===== config.mk =====
export PLATFORM = sky130hd
export DESIGN_NAME = mem_copy_engine
export DESIGN_NICKNAME = d
export VERILOG_FILES = /design/src/rtl/mem_copy_engine.sv
export SDC_FILE = /design/constraint.sdc
export NUM_CORES = 1
export LEC_CHECK = 0
export BUFFER_PORTS_ARGS = -buffer_cell sky130_fd_sc_hd__buf_2
export CAP_MARGIN = 20
export CORE_MARGIN = 2
export CORE_UTILIZATION = 54
export DETAILED_ROUTE_END_ITERATION = 8
export PLACE_DENSITY = 0.79
export SLEW_MARGIN = 20
export SYNTH_ARGS = -nofsm -noshare
export SYNTH_HDL_FRONTEND = slang
export SYNTH_SLANG_ARGS = --single-unit

===== constraint.sdc =====
create_clock -name clk -period 2.4 [get_ports clk]
set_input_delay 0.48 -clock clk [delete_from_list [all_inputs] [get_ports clk]]
set_output_delay 0.48 -clock clk [all_outputs]
set_load 0.02 [all_outputs]

===== src/rtl/mem_copy_engine.sv =====
// Word-by-word copy engine for a single-port synchronous memory.
// Alternates READ/WRITE per word and sums the copied words into a checksum.
`timescale 1ns/1ps
module mem_copy_engine #(
  parameter int ADDRWIDTH = 12,
  parameter int DATAWIDTH = 16
) (
  input  logic                 clk,
  input  logic                 reset,
  input  logic                 start,
  input  logic [ADDRWIDTH-1:0] src,
  input  logic [ADDRWIDTH-1:0] dst,
  input  logic [ADDRWIDTH:0]   len,
  output logic                 busy,
  output logic                 done,
  output logic [DATAWIDTH-1:0] checksum,
  output logic [ADDRWIDTH-1:0] mem_addr,
  output logic [DATAWIDTH-1:0] mem_d,
  output logic                 mem_load,
  input  logic [DATAWIDTH-1:0] mem_q
);

  typedef enum logic [1:0] {
    IDLE,
    READ,
    WRITE,
    DONE
  } state_t;

  state_t                 state_q, state_d;
  logic [ADDRWIDTH-1:0]   src_ptr_q, src_ptr_d;
  logic [ADDRWIDTH-1:0]   dst_ptr_q, dst_ptr_d;
  logic [ADDRWIDTH:0]     remain_q, remain_d;
  logic [DATAWIDTH-1:0]   checksum_q, checksum_d;

  always_ff @(posedge clk or posedge reset) begin
    if (reset) begin
      state_q    <= IDLE;
      src_ptr_q  <= '0;
      dst_ptr_q  <= '0;
      remain_q   <= '0;
      checksum_q <= '0;
    end else begin
      state_q    <= state_d;
      src_ptr_q  <= src_ptr_d;
      dst_ptr_q  <= dst_ptr_d;
      remain_q   <= remain_d;
      checksum_q <= checksum_d;
    end
  end

  always_comb begin
    state_d    = state_q;
    src_ptr_d  = src_ptr_q;
    dst_ptr_d  = dst_ptr_q;
    remain_d   = remain_q;
    checksum_d = checksum_q;
    mem_addr   = '0;
    mem_d      = '0;
    mem_load   = 1'b0;
    unique case (state_q)
      IDLE: begin
        if (start) begin
          src_ptr_d  = src;
          dst_ptr_d  = dst;
          remain_d   = len;
          checksum_d = '0;
          state_d    = (len != '0) ? READ : DONE;
        end
      end
      READ: begin
        mem_addr = src_ptr_q;
        state_d  = WRITE;
      end
      WRITE: begin
        // mem_q holds the word addressed during the preceding READ
        mem_addr   = dst_ptr_q;
        mem_d      = mem_q;
        mem_load   = 1'b1;
        checksum_d = checksum_q + mem_q;
        src_ptr_d  = src_ptr_q + ADDRWIDTH'(1);
        dst_ptr_d  = dst_ptr_q + ADDRWIDTH'(1);
        remain_d   = remain_q - (ADDRWIDTH+1)'(1);
        state_d    = (remain_q != (ADDRWIDTH+1)'(1)) ? READ : DONE;
      end
      DONE: begin
        state_d = IDLE;
      end
    endcase
  end

  assign busy     = (state_q == READ) || (state_q == WRITE);
  assign done     = (state_q == DONE);
  assign checksum = checksum_q;

endmodule


After elaboration in Yosys (flattened, before gate mapping)
Cells that the tools add are included.

operators by class
  $add $sub $neg = 4
  equality and inequality tests = 5
  multiplexer cells = 15
  reductions and logical operators = 5

operators with widths
  cell                     number
  $pmux W12 S2             3
  $mux W16                 2
  $pmux W16 S2             1
  $pmux W13 S2             1
  $add A12 B1 Y12 const B  2
  $mux W12                 2
  $add A16 B16 Y16         1
  $mux W13                 1
  $ne A13 B1 Y1 const B    1
  $reduce_bool A13 Y1      1
  $sub A13 B1 Y13 const B  1
  $pmux W2 S4              1
  $mux W2                  3
  $eq A2 B2 Y1 const B     2
  $eq A2 B1 Y1 const B     1
  $logic_not A2 Y1         1
  $ne A2 B2 Y1 const B     1
  $reduce_and A2 Y1        1
  $reduce_bool A2 Y1       1
  $logic_or A1 B1 Y1       1
  $mux W1                  1

word-level totals
  flip-flop bits (word level) = 55
  input bits = 56
  output and inout port bits = 47
  logic and storage cells = 34

Logic depth before layout (Yosys ltp)
Gate-level depths: netlist of the first run.

  depth after elaboration = 4
  gate-level depth with buffers = 9
  mapped depth without buffers = 9

Least setup slack after synthesis of the first run
OpenSTA, ideal clock, no wires.

  path type = register -> output
  start = register state_q[0]
  end = output port mem_addr[8]
  data arrival time = 1.896 ns
  required time = 1.920 ns
  setup slack = 0.024 ns
  stages on the path, launching flop included = 7
  path buffers = 2
  path through = dfrtp_1 > inv_1 > ha_1 > buf_2 > buf_1 > nand2_1 > a21boi_0

on the way
  cells in the longest elaborated chain, start to end = 2
  elaborated cells between the ends (all ways) = 3
  classes of those cells = eq/ne: 2; mux: 1

RTL lines
  item                                                 line  RTL
  start, declared                                      30    state_t state_q, state_d;
  start signal, assigned                               44    state_q <= state_d;
  $eq A2 B2 Y1 / $eq A2 B1 Y1 (equally long branches)  61    unique case (state_q)
  $pmux W12 S2 *                                       61
  end, declared                                        17    output logic [ADDRWIDTH-1:0] mem_addr,

Mark *: on every way between the ends. The rest lies on a longest branch, timed or not.

Worst setup path after layout of the first run
  start = register state_q[1]
  end = output port mem_addr[4]

Same word-level chain as after synthesis.

==> run_results.csv, run 1 <==
group,metric,value,unit
detailed_routing,vias,4026,
floorplan,fp.dieH,90.06,µm
run,maxCapViolations,0,
timing,post-route-period-util,0.9619,
floorplan,die-area,8110,µm²
grt,grt_max_degree,45,
grt,antenna_found_initial,0,
power,power.density,1353,nW/µm²
timing,fin_worst_skew,0.01989,ns
yosys,synth_top_area_cell,"dfrtp_1",
setup_path,cp.depth,4,
yosys,synth-compound-area-share,0.2675,
yosys,synth_edf_count,0,
placed_design,routabilityCongestion,0.9083,
setup_path,worst-endpoint-required,1.92,ns
timing,slew_violations,0,
detailed_routing,vias_per_cell,5.784,
clocking,clockBufferDepth,2,
floorplan,io_pins,103,
cells_and_area,drive_gt1_frac,0.2312,
timing,setup_viol,0,
setup_path,crit_path_start_kind,"register",
timing,final_hold_viol_count,0,
setup_path,critPathBufInv,2,
yosys,synthAdderAreaFrac,0.07697,
floorplan,die_w,90.06,µm
yosys,syn_nets,579,
yosys,syn_area,3999,µm²
timing,setup_ws,0.09142,ns
setup_path,cp_max_fo,13,
setup_path,cpLargestDelayFamily,"adder cells",
yosys,syn_inst,499,
setup_path,arrival,1.83,ns
placed_design,pre_cts_slack,-0.02583,ns
placed_design,dp_hpwl,7717,µm
power,max-vdd-ir-drop,0.0006239,V
detailed_routing,wirelength,10430,µm
floorplan,row_count,31,
yosys,netlist.area_leader.share,0.3442,
yosys,yosysWarnings,0,
power,leakage,2.232,nW
clocking,cts-root-buf,"clkbuf_8",
setup_path,path_class,"register to primary output",
clocking,ctsHoldBuffers,0,
yosys,syn_avg_cell_area,8.014,µm²
yosys,ys.flop_type,"dfrtp_1",
setup_path,crit_start,"state_q[1]",
yosys,ys_types,54,
floorplan,start_util,0.5543,
floorplan,core-area,7214,µm²
setup_path,timing.reg2reg.worst_path_depth,9,
detailed_routing,ant_nets,0,
timing,tightestPinTransition,0.4828,ns
setup_path,path_cells,"inv_1 > ha_1 > a21boi_0 > buf_2",
placed_design,numPortBuffers,102,
yosys,synth_seq_cells,55,
detailed_routing,wl_per_cell,14.99,µm
yosys,synth_top_family_by_area,"compound AO/OA/AOI/OAI gates",
clocking,numCtsBuffers,5,
cells_and_area,fillers,638,
detailed_routing,drcViolationCount,0,
clocking,cts_sinks,55,
grt,grt_pass1_wl,17410,µm
cells_and_area,ff_latch_area,1376,µm²
clocking,clk_pin_slew,0.12,ns
grt,grt_overflow,0,
timing,slew_headroom,0.6782,
clocking,h-tree-depth,2,
timing,tns,0,ns
yosys,synth-simple-area-share,0.2344,
cells_and_area,final_cell_mix,"buf_2, a21oi_1, nand2_1, dfrtp_1, o21ai_0",
cells_and_area,multi_input_comb_area,2476,µm²
min_path,worstHoldPathType,"input pin to async pin",
yosys,synth_xor_xnor_area_share,0.01533,
timing,min_period,2.309,ns
detailed_routing,drt_iter0_drc,183,
yosys,yosys-top-cells-area,"dfrtp_1, a21oi_1, ha_1, nand2_1, o21ai_0",
yosys,ys_seq_area_frac,0.3442,
cells_and_area,final_nets,676,
setup_path,worst_setup_path_end_kind,"primary output",
status,outcome,"finished clean",
clocking,clk_latency,0.33,ns
timing,rsz0062_at_grt,"false",
setup_path,crit_slowest_cell,"ha_1",
cells_and_area,area_growth,19.27,%
grt,grt.total_usage,0.2561,
timing,max_freq,433.2,MHz
yosys,synth_mux_area_frac,0.02034,
clocking,cts_tree,"yes",
cells_and_area,final_common_cell,"buf_2",
grt,grt_pass1_vias,3811,
yosys,async_flop_share,1.000,
setup_path,critPathMaxStageDelay,0.46,ns
setup_path,worstReg2RegStart,"checksum[0]",
power,total_power,6.454,mW
detailed_routing,dr.pass1.iters,5,
cells_and_area,diodes,0,
power breakdown:
group          total (mW)  internal, mW  switching (mW)  leakage, nW
clock network       0.557         0.213           0.344       0.0489
registers            1.89          1.38           0.510        0.650
logic                4.01          1.60            2.41         1.53
total                6.45          3.19            3.26         2.23
path summary, 6_finish.rpt:
path / end / slack, ns
worst max-delay path: mem_addr[4] / 0.09
worst min-delay path: remain_q[11] / 0.13
worst max register to register: checksum[14] / 0.17
worst min register to register: checksum[4] / 0.52
max in group asynchronous: checksum[6] / 1.63
min in group clk: dst_ptr_q[11] / 0.42
metal layers:
layer  part of all wire  up-vias  routed length, µm  track usage
li1                   -     1998                  -            -
met1               0.46     1878               4748       0.3526
met2               0.47      134               4921       0.4223
met3              0.058       16                609      0.04191
met4              0.015        0                155      0.06538
met5                  0        -                  0            0
cells in the mapped netlist, drive strengths merged (7+ instances only):
| cell type | count |
|---|---|
| a21oi | 60 |
| dfrtp | 55 |
| nand2 | 55 |
| o21ai | 47 |
| nor2 | 30 |
| ha | 23 |
| o22ai | 22 |
| nand3 | 20 |
| and2 | 17 |
| clkbuf | 17 |
| inv | 15 |
| and3 | 11 |
| buf | 10 |
| nand2b | 10 |
| a21o | 9 |
| nor2b | 9 |
| a21boi | 8 |
| nor3 | 8 |
| mux2i | 7 |
flip-flops by register name, indices dropped and copies added (netlist names):
signal     count
dst_ptr_q     12
remain_q      13
state_q        2
checksum      16
src_ptr_q     12
area by class of cell:
cell class	instances	area share
timing repair buffer	117	0.1354
inverter	15	0.01180
multi-input combinational	402	0.5191
sequential	55	0.2886
clock inverter	3	0.004722
clock buffer	5	0.01443
tap	99	0.02597
cells by family (layout without fill, tap and decap cells):
group	count (synthesis)	count (layout)
compound gates	180	180
xor+xnor	7	7
fa+ha+maj	24	24
buf+inv	42	140
flops	55	55
mux	8	8
simple gates	183	183
per-stage QoR:
| stage | util | area, µm² | std cells | hold WS, ns |
|---|---|---|---|---|
| finish | 0.6611 | 4770 | 696 | 0.1320 |
| global route | 0.6611 | 4770 | 696 | 0.1710 |
| CTS | 0.6589 | 4753 | 695 | 0.1626 |
| detailed placement | 0.6446 | 4651 | 686 | 0.4979 |
| global placement | 0.6446 | 4651 | 686 | 0.4905 |
| floorplan | - | 3999 | 499 | 0.4901 |
repair_timing:
action | 4_1_cts | 5_1_grt
setup buffers | 1 | 1
resized for setup | 0 | 1
endpoints found under the hold margin | 0 | 0
endpoints found under the setup margin | 13 | 2
Power figures use the tool's default switching activity.
==> inputs of run 2 (changes only) <==
Settings changed: CAP_MARGIN 20 to unset, REMOVE_ABC_BUFFERS set to 1.
==> run 2 against run 1 <==
Net effect:
- cell count grew 0.57%
- via count grew 2.3%
- combinational power grew 3%
- power grew 3.4%
- utilization grew 1.4 points
- fmax grew 2.5%
- first-iteration DRC count grew 13%
- worst setup slack gained 0.057 ns
- non-clock buffer count grew 4
- global-route usage shrank 0.71 points
- routed wire length shrank 0.34%
==> run_results.csv, run 2 (synthesized netlist as in run 1, its figures left out) <==
group,metric,value,unit
timing,slew_violations,0,
grt,grt_pass1_wl,17200,µm
setup_path,worstReg2RegStart,"checksum[8]",
setup_path,crit_start,"state_q[1]",
clocking,cts_sinks,55,
cells_and_area,drive_gt1_frac,0.2396,
clocking,clockBufferDepth,2,
setup_path,crit_slowest_cell,"ha_2",
timing,post-route-period-util,0.9383,
cells_and_area,final_nets,680,
setup_path,cp_max_fo,13,
timing,final_hold_viol_count,0,
detailed_routing,ant_nets,0,
setup_path,critPathMaxStageDelay,0.50,ns
setup_path,critPathBufInv,2,
grt,grt_overflow,0,
grt,grt_pass1_vias,3834,
cells_and_area,final_common_cell,"buf_2",
setup_path,crit_path_start_kind,"register",
placed_design,routabilityCongestion,0.9310,
grt,grt_max_degree,49,
detailed_routing,drcViolationCount,0,
floorplan,io_pins,103,
cells_and_area,final_cell_mix,"buf_2, a21oi_1, nand2_1, dfrtp_1, o21ai_0",
floorplan,start_util,0.5543,
min_path,worstHoldPathType,"input pin to async pin",
clocking,numCtsBuffers,5,
detailed_routing,dr.pass1.iters,5,
timing,min_period,2.252,ns
cells_and_area,area_growth,21.78,%
clocking,cts_tree,"yes",
timing,setup_viol,0,
timing,tightestPinTransition,0.5290,ns
clocking,cts-root-buf,"clkbuf_8",
placed_design,post-place-cells,688,
status,outcome,"finished clean",
cells_and_area,fin_util,0.6750,
cells_and_area,diodes,0,
placed_design,pre_cts_slack,0.02280,ns
timing,max_freq,444.0,MHz
setup_path,path_cells,"inv_1 > ha_2 > a21boi_0 > buf_2",
setup_path,cpLargestDelayFamily,"adder cells",
setup_path,worst_setup_path_end_kind,"primary output",
power,total_power,6.671,mW
timing,worst_hold_slack,0.1809,ns
cells_and_area,largest_register_ffs,16,
clocking,ctsHoldBuffers,0,
placed_design,dpl-instance-area,4700,µm²
timing,setup_ws,0.1480,ns
clocking,clk_pin_slew,0.11,ns
detailed_routing,vias,4120,
timing,fin_worst_skew,0.01135,ns
placed_design,dp_hpwl,7506,µm
detailed_routing,drt_iter0_drc,207,
cells_and_area,fillers,637,
floorplan,die-area,8110,µm²
setup_path,rrSetupSlack,0.23,ns
detailed_routing,vias_per_cell,5.886,
timing,rsz0062_at_grt,"false",
setup_path,worst-endpoint-required,1.92,ns
power,power.density,1370,nW/µm²
power,leakage,2.272,nW
timing,slew_headroom,0.6398,
floorplan,row_count,31,
cells_and_area,multi_input_comb_area,2490,µm²
run,maxCapViolations,0,
setup_path,path_class,"register to primary output",
floorplan,core-area,7214,µm²
grt,antenna_found_initial,0,
timing,tns,0,ns
grt,grt.total_usage,0.2489,
cells_and_area,final_area,4870,µm²
floorplan,die_w,90.06,µm
cells_and_area,final_cells,700,
clocking,h-tree-depth,2,
cells_and_area,ff_latch_area,1376,µm²
setup_path,arrival,1.77,ns
detailed_routing,wl_per_cell,14.86,µm
detailed_routing,wirelength,10400,µm
floorplan,fp.dieH,90.06,µm
clocking,clk_latency,0.31,ns
power,max-vdd-ir-drop,0.0007491,V
placed_design,numPortBuffers,102,
## run 2: cell type report
class                           count  share of cell area
Multi-Input combinational cell    402              0.5113
Sequential cell                    55              0.2826
Timing Repair Buffer              121              0.1454
Tap cell                           99             0.02544
Clock buffer                        5             0.01413
Inverter                           15             0.01156
Clock inverter                      3            0.009507
## run 2: worst paths after layout
kind,end,cells past startpoint
setup / recovery,mem_addr[4],4
hold / removal,remain_q[4],2
setup reg to reg,checksum[15],7
hold reg to reg,checksum[4],1
max in group asynchronous,remain_q[3],3
min in group clk,remain_q[1],3
## run 2: repair_timing
action                                  4_1_cts  5_1_grt
resized for setup                             0        3
buffers inserted                              0        3
endpoints found under the hold margin         0        0
endpoints found under the setup margin        0       23
## run 2: metal layers
layer / vias up / GRT usage / part of all wire
met5: - / 0 / 0
met3: 10 / 0.02766 / 0.053
met1: 1950 / 0.3375 / 0.45
met4: 0 / 0.05128 / 0.0095
met2: 141 / 0.4330 / 0.49
li1: 2019 / - / -
## run 2: where the power goes
part | total, mW | switching, mW | internal (mW)
logic | 4.15 | 2.46 | 1.69
registers | 1.88 | 0.497 | 1.38
clock network | 0.642 | 0.327 | 0.315
total | 6.67 | 3.29 | 3.39
